**src/rtl/mat_result_drain_pkg.sv**
```systemverilog
// Shared types and defaults for the mat_mult result drain path.
package mat_result_drain_pkg;
  localparam int DEPTH_DEF      = 8;
  localparam int DATA_WIDTH_DEF = 8;
  localparam int SUM_WIDTH_DEF  = 24;

  typedef enum logic [1:0] {
    IDLE     = 2'd0,
    SEND     = 2'd1,
    CLEAR    = 2'd2,
    WAIT_LOW = 2'd3
  } state_t;

  function automatic int idx_width(input int depth);
    return (depth > 1) ? $clog2(depth) : 1;
  endfunction
endpackage

```
**src/rtl/mat_result_drain_if.sv**
```systemverilog
// Row-sum output stream: one row per valid/ready handshake.
interface mat_result_drain_if #(
  parameter int SUM_WIDTH = mat_result_drain_pkg::SUM_WIDTH_DEF,
  parameter int DEPTH     = mat_result_drain_pkg::DEPTH_DEF
) ();
  localparam int IDX_W = mat_result_drain_pkg::idx_width(DEPTH);

  logic [SUM_WIDTH-1:0] out_data;
  logic [IDX_W-1:0]     out_idx;
  logic                 out_last;
  logic                 out_valid;
  logic                 out_ready;

  modport master (output out_data, output out_idx, output out_last, output out_valid,
                  input out_ready);
  modport slave  (input out_data, input out_idx, input out_last, input out_valid,
                  output out_ready);
endinterface

```
**src/rtl/mat_result_drain.sv**
```systemverilog
// Captures all mat_mult row sums on a done rising edge, streams them out row 0 first,
// then pulses clr_o and waits for done to drop before arming again.
module mat_result_drain
  import mat_result_drain_pkg::*;
#(
  parameter int DATA_WIDTH = DATA_WIDTH_DEF,
  parameter int DEPTH      = DEPTH_DEF,
  parameter int SUM_WIDTH  = 3 * DATA_WIDTH
) (
  input  logic                             clk,
  input  logic                             rst,
  input  logic                             done_i,
  input  logic [DEPTH-1:0][SUM_WIDTH-1:0]  sum_i,
  mat_result_drain_if.master               out_bus,
  output logic                             clr_o,
  output logic                             busy,
  output logic                             overrun,
  input  logic                             err_clr
);
  localparam int IDX_W = idx_width(DEPTH);

  state_t               state_q, state_d;
  logic [IDX_W-1:0]     idx_q;
  logic [SUM_WIDTH-1:0] shadow_q [DEPTH];
  logic                 done_q;
  logic                 primed_q;
  logic                 rise, at_last, fire;
  logic                 valid_c, last_c, clr_c, busy_c;
  logic [SUM_WIDTH-1:0] data_c;

  // primed_q masks the first cycle after reset so a done level already high is not a rise
  assign rise    = done_i & ~done_q & primed_q;
  assign at_last = (idx_q == IDX_W'(DEPTH - 1));
  assign fire    = valid_c & out_bus.out_ready;

  always_ff @(posedge clk or posedge rst) begin
    if (rst) state_q <= IDLE;
    else     state_q <= state_d;
  end

  always_comb begin
    state_d = state_q;
    case (state_q)
      IDLE:     if (rise) state_d = SEND;
      SEND:     if (fire && at_last) state_d = CLEAR;
      CLEAR:    state_d = WAIT_LOW;
      WAIT_LOW: if (!done_i) state_d = IDLE;
      default:  state_d = IDLE;
    endcase
  end

  always_comb begin
    valid_c = (state_q == SEND);
    last_c  = (state_q == SEND) && at_last;
    clr_c   = (state_q == CLEAR);
    busy_c  = (state_q != IDLE);
    data_c  = valid_c ? shadow_q[idx_q] : '0;
  end

  always_ff @(posedge clk or posedge rst) begin
    if (rst) begin
      idx_q    <= '0;
      done_q   <= 1'b0;
      primed_q <= 1'b0;
      overrun  <= 1'b0;
      for (int i = 0; i < DEPTH; i++) shadow_q[i] <= '0;
    end else begin
      done_q   <= done_i;
      primed_q <= 1'b1;
      if (state_q == IDLE && rise) begin
        idx_q <= '0;
        for (int i = 0; i < DEPTH; i++) shadow_q[i] <= sum_i[i];
      end else if (fire && !at_last) begin
        idx_q <= idx_q + 1'b1;
      end
      // a new overrun event takes priority over a simultaneous clear
      if (rise && state_q != IDLE) overrun <= 1'b1;
      else if (err_clr)            overrun <= 1'b0;
    end
  end

  assign out_bus.out_valid = valid_c;
  assign out_bus.out_last  = last_c;
  assign out_bus.out_data  = data_c;
  assign out_bus.out_idx   = idx_q;
  assign clr_o             = clr_c;
  assign busy              = busy_c;
endmodule

```
**src/flat_wrapper.sv**
```systemverilog
// flat-port wrapper written by rule: the top's interface ports become plain ports
module mat_result_drain_flat import mat_result_drain_pkg::*;
#(
  parameter int DATA_WIDTH = DATA_WIDTH_DEF,
  parameter int DEPTH      = DEPTH_DEF,
  parameter int SUM_WIDTH  = 3 * DATA_WIDTH
)
  (clk, rst, done_i, sum_i, clr_o, busy, overrun, err_clr, out_bus_out_data, out_bus_out_idx, out_bus_out_last, out_bus_out_valid, out_bus_out_ready);
  mat_result_drain_if #(.SUM_WIDTH(SUM_WIDTH), .DEPTH(DEPTH)) out_bus_i ();
  input  logic clk;
  input  logic rst;
  input  logic done_i;
  input  logic [DEPTH-1:0][SUM_WIDTH-1:0] sum_i;
  output logic clr_o;
  output logic busy;
  output logic overrun;
  input  logic err_clr;
  output wire logic [$bits(out_bus_i.out_data)-1:0] out_bus_out_data;
  output wire logic [$bits(out_bus_i.out_idx)-1:0] out_bus_out_idx;
  output wire logic [$bits(out_bus_i.out_last)-1:0] out_bus_out_last;
  output wire logic [$bits(out_bus_i.out_valid)-1:0] out_bus_out_valid;
  input wire logic [$bits(out_bus_i.out_ready)-1:0] out_bus_out_ready;
  assign out_bus_out_data = out_bus_i.out_data;
  assign out_bus_out_idx = out_bus_i.out_idx;
  assign out_bus_out_last = out_bus_i.out_last;
  assign out_bus_out_valid = out_bus_i.out_valid;
  assign out_bus_i.out_ready = out_bus_out_ready;
  mat_result_drain #(.DATA_WIDTH(DATA_WIDTH), .DEPTH(DEPTH), .SUM_WIDTH(SUM_WIDTH)) u_core (.clk(clk), .rst(rst), .done_i(done_i), .sum_i(sum_i), .out_bus(out_bus_i), .clr_o(clr_o), .busy(busy), .overrun(overrun), .err_clr(err_clr));
endmodule
```
**config.mk**
```make
export PLATFORM = sky130hd
export DESIGN_NAME = mat_result_drain_flat
export DESIGN_NICKNAME = d
export VERILOG_FILES = /design/src/rtl/mat_result_drain_pkg.sv /design/src/rtl/mat_result_drain_if.sv /design/src/rtl/mat_result_drain.sv /design/src/flat_wrapper.sv
export SDC_FILE = /design/constraint.sdc
export NUM_CORES = 1
export LEC_CHECK = 0
export CAP_MARGIN = 40
export CORE_MARGIN = 5
export CORE_UTILIZATION = 50
export DETAILED_ROUTE_END_ITERATION = 7
export PLACE_DENSITY = 0.85
export SYNTH_ARGS = -nofsm -noshare
export SYNTH_HDL_FRONTEND = slang
export SYNTH_SLANG_ARGS = --single-unit
```
**constraint.sdc**
```tcl
create_clock -name clk -period 7.8 [get_ports clk]
set_input_delay 0.78 -clock clk [delete_from_list [all_inputs] [get_ports clk]]
set_output_delay 0.78 -clock clk [all_outputs]
set_load 0.1 [all_outputs]
```
# ---- Word-level counts from Yosys, hierarchy flattened
# Cells that the tools add are included.
# Widths: inputs -> output; s select.
dict set report totals {
  out_inout_bits 32
  input_bits 197
  elab_cells 50
  regBits 200
}
dict set report classes {
  mux 12
  bitwise_logic 5
  add_sub_neg 1
  n_lt_le_gt_ge 1
  reduce_logical 11
  n_eq_ne 7
}
# op count
set ops {}
lappend ops {{$bmux 24 s3} 1}
lappend ops {{$mux 24} 3}
lappend ops {{$pmux 2 s4} 1}
lappend ops {{$mux 2} 3}
lappend ops {{$mux 3} 2}
lappend ops {{$reduce_bool 2->1} 3}
lappend ops {{$logic_and 1x1->1} 5}
lappend ops {{$eq 2x2->1 const B} 2}
lappend ops {{$ge 4x4->1 const B} 1}
lappend ops {{$ne 2x2->1 const B} 2}
lappend ops {{$not 3->4} 1}
lappend ops {{$add 3x1->3 const B} 1}
lappend ops {{$and 1x1->1} 3}
lappend ops {{$eq 3x3->1 const B} 1}
lappend ops {{$reduce_and 3->1} 1}
lappend ops {{$eq 2x1->1 const B} 1}
lappend ops {{$logic_not 2->1} 1}
lappend ops {{$mux 1} 2}
lappend ops {{$ne 2x1->1 const B} 1}
lappend ops {{$logic_not 1->1} 1}
lappend ops {{$not 1->1} 1}

# ---- Depth between registers and ports, before layout
# Gate-level depths: netlist of run 1.
dict set report depth {
  depth_word 5
  mapped_depth 8
  ltp_nobuf 5
}

# ---- Worst setup path before layout of run 1
# Ideal clock, no wire load.
dict set report synth_path {
  path_type {register to output}
  startpoint {register u_core.state_q[1]}
  endpoint {output out_bus_out_data[4]}
  arrival_time_ps 4025
  stages_incl_launch_ff 6
  path_buffers 1
  slack_ps 2995
  t_required_ps 7020
  cell_sequence {dfrtp_1 > inv_1 > ha_1 > clkbuf_1 > o21ai_0 > a221oi_1}
}
dict set report synth_via {
  elab_chain_len 2
}
# element line_no
set synth_rtl {}
lappend synth_rtl {{start, declared} mat_result_drain.sv:22} ;# state_t state_q, state_d;
lappend synth_rtl {{start signal, assigned} mat_result_drain.sv:38} ;# else state_q <= state_d;
lappend synth_rtl {{$eq 2x1->1} mat_result_drain.sv:53} ;# valid_c = (state_q == SEND);
lappend synth_rtl {{via out_bus_out_valid} flat_wrapper.sv:21} ;# output wire logic [$bits(out_bus_i.out_valid)-1:0] out_bus_out_valid;
lappend synth_rtl {{$mux 24} mat_result_drain.sv:57} ;# data_c = valid_c ? shadow_q[idx_q] : '0;
lappend synth_rtl {{end, declared} flat_wrapper.sv:18} ;# output wire logic [$bits(out_bus_i.out_data)-1:0] out_bus_out_data;
# The timed path passes the listed nets, and every way through them passes these cells.

# ---- Worst setup path after layout of run 1
dict set report layout_path {
  startpoint {register u_core.idx_q[2], in the netlist u_core.out_bus.out_idx[2]}
  endpoint {output out_bus_out_data[3]}
}
dict set report layout_via {
  elab_chain_len 5
}
# element line_no
set layout_rtl {}
lappend layout_rtl {{start, declared} mat_result_drain.sv:23} ;# logic [IDX_W-1:0] idx_q;
lappend layout_rtl {{start signal, assigned} mat_result_drain.sv:74} ;# idx_q <= idx_q + 1'b1;
lappend layout_rtl {{$not 3->4 (implied by the code)} mat_result_drain.sv:57}
lappend layout_rtl {{$bmux 24 s3} mat_result_drain.sv:57}
lappend layout_rtl {{$mux 24 (implied by the code) (2 in series)} mat_result_drain.sv:57}
lappend layout_rtl {{$mux 24} mat_result_drain.sv:57}
# Every way passes these cells. The select of a mux whose other input is x is not followed.

==> results of run 1 <==
-- routing by layer --
layer	track usage [%]	routed length (µm)	up-vias
met5	0	0	-
met4	10.0	1030	0
met3	5.77	2290	59
met2	45.1	14200	374
met1	34.5	11300	3975
li1	-	-	3691
-- Yosys cell counts, drive strengths merged --
| library cell | count |
|---|---|
| mux2 | 25 |
| clkbuf | 24 |
| o21ai | 24 |
| xor2 | 1 |
| nand2b | 1 |
| o22ai | 1 |
| conb | 1 |
| and2 | 1 |
| nand3b | 2 |
| nand4b | 1 |
| and4b | 1 |
| buf | 39 |
| mux4 | 24 |
| ha | 7 |
| nor2 | 5 |
| a221oi | 24 |
| inv | 29 |
| mux2i | 27 |
| a222oi | 1 |
| dfrtp | 200 |
| nand2 | 577 |
-- worst max-delay path by stage --
stage / from / endpoint / slack [ps]
finish: u_core.out_bus.out_idx[2]$_DFFE_PP0P_ / out_bus_out_data[3] / 3480
global route: u_core.out_bus.out_idx[2]$_DFFE_PP0P_ / out_bus_out_data[3] / 3330
CTS: u_core.out_bus.out_idx[2]$_DFFE_PP0P_ / out_bus_out_data[3] / 3470
detailed placement: u_core.out_bus.out_idx[2]$_DFFE_PP0P_ / out_bus_out_data[3] / 3920
global placement: u_core.out_bus.out_idx[0]$_DFFE_PP0P_ / out_bus_out_data[3] / 3480
floorplan: rst / u_core.done_q$_DFF_PP0_ / 1570
-- kinds of logic after synthesis --
kind of cell	Yosys count	share of synthesized area, %
simple gates	588	23.8
flops	200	53.3
other cells	1	0.0400
compound gates	50	4.89
buf+inv	92	5.08
xor+xnor	1	0.0934
mux	76	11.8
fa+ha+maj	7	0.933
-- tightest hold or removal path, stage by stage (launching register included) --
cell	delay, ps
dfrtp_1	340
nand2_1	50
nand2_1	60
-- placed cells by master (no fill, tap or decap), types with 2 or more instances in the layout --
cell and instances:
ha_1 7, o21ai_0 24, mux4_1 5, mux4_2 19
dfrtp_1 198, clkbuf_16 17, inv_6 4, mux2_2 25
a221oi_2 18, buf_16 13, a221oi_1 6, buf_8 26
nand2_1 577, clkinv_4 2, clkdlybuf4s50_1 228, nor2_1 4
mux2i_1 27, bufinv_16 3, nand3b_1 2, clkinv_2 2
clkinvlp_4 2, inv_1 28, buf_4 7
-- area by class of cell --
cell class | instances | area (µm²) | share of cell area [%]
multi-input cells | 723 | 3910 | 30.0
inverters | 29 | 116 | 0.893
well taps | 234 | 293 | 2.25
clock buffers | 19 | 443 | 3.40
repair buffers | 275 | 3090 | 23.7
clock inverters | 13 | 168 | 1.29
flip-flops and latches | 200 | 5010 | 38.4
-- metrics by stage --
step,std cells,worst slack [ps],total power [mW],utilization [%],area [µm²]
2_1_floorplan,1015,1570,3.38,-,9380
3_3_place_gp,1421,3480,3.94,62.8,11700
3_5_place_dp,1461,3920,4.38,66.8,12400
4_1_cts,1493,3470,5.31,70.1,13000
5_1_grt,1493,3330,5.57,70.1,13000
6_report,1493,3480,5.30,70.1,13000
-- power groups by stage --
stage / logic (mW) / clock network [mW] / registers [mW]
after global routing: 2.72 / 0.968 / 1.88
after global placement: 2.13 / 0 / 1.81
after floorplan: 1.66 / 0 / 1.72
after CTS: 2.57 / 0.920 / 1.83
final: 2.55 / 0.913 / 1.83
after detailed placement: 2.55 / 0 / 1.84
-- sequential cells by signal (all words and copies together) (netlist names) --
| signal | cells |
|---|---|
| u_core.overrun | 1 |
| u_core.shadow_q | 192 |
| u_core.done_q | 1 |
| u_core.out_bus.out_idx | 3 |
| u_core.primed_q | 1 |
| u_core.state_q | 2 |
==> impl_metrics.json, run 1 <==
{
  "run_status": "finished clean",
  "ys_ff_latch": 200,
  "synth_top_cell_area_share_pct": 53.3,
  "cts_setup_buffers": 0,
  "synthesis.area_um2": 9380,
  "worst-path-buf-inv": 4,
  "switchingPower_mw": 2.24,
  "cp_data_arrival_time_ps": 3540,
  "cts-root-buf": "clkbuf_16",
  "overflow": 0,
  "power_density_nw_per_um2": 407,
  "start_kind": "register",
  "grt_pass1_wl_mm": 45.0,
  "core-area_um2": 18600,
  "cts_max_level": 4,
  "grt_max_degree": 126,
  "end_kind": "output port",
  "core.rowCount": 50,
  "setup_violations": 0,
  "pin_count": 229,
  "synth.distinct_cells": 28,
  "yosys.area.top_type": "dfrtp_1",
  "r2r-end": "u_core.state_q[1]$_DFFE_PP0P_",
  "io_buffers": 228,
  "ctsHoldBuffers": 0,
  "ctsLongestPathBuffers": 2,
  "drv_cap": 0,
  "hp-start": "u_core.shadow_q[112]$_DFFE_PP0P_",
  "drt_pass1_iterations": 5,
  "initial_core_util_pct": 50.5,
  "drt_wl_total_mm": 28.7,
  "crit_family": "buffers and inverters",
  "nNetsFinal": 1450,
  "required_ps": 7020,
  "hpwl_mm": 20.9,
  "setup-tns-final_ps": 0,
  "p_clk_share_pct": 17.2,
  "yosys_warnings": 0,
  "worstSetupPathDepth": 6,
  "routed-via-count": 8099,
  "ir_worst_vdd_uv": 172,
  "yosysSeqAreaShare_pct": 53.3,
  "cts_tree": "built",
  "crit_path_cell_trace": "buf_4 > mux4_1 > inv_1 > a221oi_1 > clkdlybuf4s50_1 > buf_8",
  "track_usage_pct": 26.9,
  "hold_class": "reg2reg",
  "die_area_um2": 21600,
  "diodes": 0,
  "slew_violations": 0,
  "p_leak_nw": 6.39,
  "drtIter0Drc": 681,
  "vias_per_cell": 5.42,
  "synth.area.top_cells": "dfrtp_1, nand2_1, mux4_2, mux2_2, a221oi_2",
  "relSlewSlack_pct": 41.0,
  "clk_latency_ps": 430,
  "reg2reg_depth": 5,
  "hold_depth": 2,
  "slowest_stage": "dfrtp_4",
  "holdWs_ps": 475,
  "r2r_slack_ps": 5400,
  "tightest_slew_ps": 886,
  "combPwrFrac_pct": 48.2,
  "critPathKind": "reg2out",
  "holdPathEnd": "u_core.shadow_q[112]$_DFFE_PP0P_",
  "dieHeight_um": 147,
  "slowest_delay_ps": 810,
  "syn_inst": 1015,
  "die_width_um": 147,
  "postRouteAntennaNets": 0,
  "finalCritPeriodShare_pct": 55.3,
  "cts_sinks": 200,
  "grt_pass1_vias": 8407,
  "hold_violations": 0,
  "avgSynthCellArea_um2": 9.24,
  "drive_gt1_share_pct": 11.5,
  "p_seq_share_pct": 34.6,
  "clkSlewWorstSetupHoldPaths_ps": 70,
  "area_growth_pct": 38.9,
  "rsz0062_at_grt": "no",
  "swShare_pct": 42.4,
  "syn_nets": 1219,
  "fin_skew_ps": 5.24,
  "fmaxAchievable_ghz": 0.232,
  "fill_cells": 1317,
  "antenna_found_initial": 0,
  "cp_max_fo": 44,
  "cts_made_buffers": 17,
  "gp_congestion": 0.879,
  "r2r_start": "u_core.out_bus.out_idx[0]$_DFFE_PP0P_",
  "final.min_clock_period_ps": 4320,
  "ctsResizeCount": 0,
  "drc": 0,
  "power.internal_mw": 3.05,
  "wire_per_inst_um": 19.3
}
Note: power is estimated with default switching activity, not from simulation.
==> run 2: changes to the inputs <==
==> constraint.sdc (replaced) <==
create_clock -name clk -period 4.45 [get_ports clk]
set_input_delay 0.445 -clock clk [delete_from_list [all_inputs] [get_ports clk]]
set_output_delay 0.445 -clock clk [all_outputs]
set_load 0.1 [all_outputs]
==> run 2 against run 1 <==
Setup slack lost 2000 ps. Global-route usage shrank 1.4 points. Critical path depth shrank 1. Sequential share of layout area grew 1.7 points. Clock-buffer cell count shrank 1. Power grew 67%. Cell area shrank 4.3%. Clock power grew 79%. Utilization shrank 3.0 points. Sequential power grew 72%. Clock skew grew 1.6 ps. Routed wire length shrank 5.5%. Largest power group unchanged.
==> impl_metrics.json, run 2 (synthesis gave the netlist of run 1 again) <==
{
  "ctsResizeCount": 0,
  "critPathCapture": "out_bus_out_data[15]",
  "largest_reg_flops": 192,
  "pre_cts_ws_ps": 1860,
  "worstSetupPathDepth": 5,
  "cts_sinks": 200,
  "cts_setup_buffers": 0,
  "r2r-end": "u_core.shadow_q[183]$_DFFE_PP0P_",
  "holdWs_ps": 385,
  "run_status": "finished clean",
  "dr_wl_met3_mm": 1.86,
  "drive_gt1_share_pct": 11.7,
  "die_width_um": 147,
  "area_growth_pct": 33.0,
  "area.sequential_um2": 5010,
  "cp_max_fo": 21,
  "grt_max_degree": 193,
  "ctsLongestPathBuffers": 2,
  "clk_latency_ps": 420,
  "final_cell_mix": "nand2_1, clkdlybuf4s50_1, dfrtp_1",
  "fill_cells": 1402,
  "p_leak_nw": 6.20,
  "crit_path_start": "u_core.out_bus.out_idx[2]$_DFFE_PP0P_",
  "required_ps": 4010,
  "final.min_clock_period_ps": 2990,
  "crit_path_cell_trace": "buf_4 > mux4_2 > inv_1 > a221oi_2 > buf_4",
  "routed.top_layer": "met5",
  "multiInputGateArea_um2": 3910,
  "drt_pass1_iterations": 5,
  "vias_per_cell": 5.30,
  "postRouteAntennaNets": 0,
  "clkSlewWorstSetupHoldPaths_ps": 70,
  "nNetsFinal": 1423,
  "crit_family": "buffers and inverters",
  "initial_core_util_pct": 50.5,
  "setup-tns-final_ps": 0,
  "worst-path-buf-inv": 3,
  "crit_top_cell": "buf_4",
  "wl_met1_mm": 11.3,
  "core.rowCount": 50,
  "cts_made_buffers": 17,
  "slowest_delay_ps": 660,
  "reg2reg_depth": 6,
  "tightest_slew_ps": 882,
  "drv_cap": 0,
  "drtIter0Drc": 513,
  "cts-root-buf": "clkbuf_16",
  "rsz0062_at_grt": "no",
  "met2_wirelength_mm": 13.1,
  "die_area_um2": 21600,
  "ctsHoldBuffers": 0,
  "start_kind": "register",
  "r2r_slack_ps": 2060,
  "dieHeight_um": 147,
  "fmaxAchievable_ghz": 0.335,
  "ir_worst_vdd_uv": 389,
  "hold_violations": 0,
  "power_density_nw_per_um2": 710,
  "track_usage_pct": 25.5,
  "overflow": 0,
  "antenna_found_initial": 2,
  "cp_data_arrival_time_ps": 2540,
  "grt_pass1_wl_mm": 43.0,
  "top_register": "u_core.shadow_q",
  "cts_tree": "built",
  "hpwl_mm": 19.5,
  "power_mw": 8.85,
  "hold_class": "in2async",
  "design_area_um2": 12500,
  "drc": 0,
  "relSlewSlack_pct": 41.2,
  "slew_violations": 0,
  "core-area_um2": 18600,
  "critPathKind": "reg2out",
  "setup_violations": 0,
  "wire_per_inst_um": 18.5,
  "routed-via-count": 7770,
  "io_buffers": 228,
  "grt_pass1_vias": 7957,
  "final_common_cell": "nand2_1",
  "r2r_start": "u_core.state_q[0]$_DFFE_PP0P_",
  "cts_max_level": 4,
  "fin_skew_ps": 6.87,
  "slowest_stage": "dfrtp_4",
  "drt_wl_total_mm": 27.2,
  "pin_count": 229,
  "placed_area_um2": 11900,
  "setup_slack_ps": 1460,
  "gp_congestion": 0.849,
  "end_kind": "output port",
  "finalCritPeriodShare_pct": 67.1
}
-- run 2: worst min path at each step --
| stage | start | end | slack [ps] | cells past startpoint |
|---|---|---|---|---|
| global placement | u_core.shadow_q[37]$_DFFE_PP0P_ | u_core.shadow_q[37]$_DFFE_PP0P_ | 450 | 2 |
| global route | rst | u_core.shadow_q[158]$_DFFE_PP0P_ | 410 | 2 |
| finish | rst | u_core.shadow_q[158]$_DFFE_PP0P_ | 390 | 2 |
| detailed placement | u_core.shadow_q[108]$_DFFE_PP0P_ | u_core.shadow_q[108]$_DFFE_PP0P_ | 460 | 2 |
| floorplan | u_core.shadow_q[48]$_DFFE_PP0P_ | u_core.shadow_q[48]$_DFFE_PP0P_ | 440 | 2 |
| CTS | rst | u_core.shadow_q[158]$_DFFE_PP0P_ | 390 | 2 |
-- run 2: metal layers --
metal / up-vias / GRT usage, %
met3: 58 / 6.14
li1: 3630 / -
met5: - / 0
met4: 2 / 10.4
met2: 286 / 41.2
met1: 3794 / 33.3
-- run 2: layout make-up --
type                    instances  share of cell area (%)
diodes                          1                  0.0201
clock buffers                  18                    3.52
clock inverters                13                    1.46
inverters                      29                   0.903
multi-input cells             723                    31.4
flip-flops and latches        200                    40.2
well taps                     234                    2.35
repair buffers                248                    20.2
-- run 2: stage by stage --
stage	utilization (%)	instances
final	67.1	1466
after global routing	67.1	1466
after CTS	67.1	1465
after detailed placement	63.8	1434
after global placement	63.0	1427
after floorplan	-	1015
-- run 2: power by group --
| group | total [mW] | internal [mW] | switching (mW) |
|---|---|---|---|
| sequential | 3.15 | 2.60 | 0.551 |
| clock | 1.63 | 0.917 | 0.715 |
| combinational | 4.07 | 1.48 | 2.59 |
| total | 8.85 | 5.00 | 3.85 |
-- run 2: worst reg2reg max path: stages, from the launching register on --
cell     delay [ps]
dfrtp_1         410
inv_1           130
ha_1            260
and4b_4         840
buf_4           470
nand2_1         140
nand2_1          80
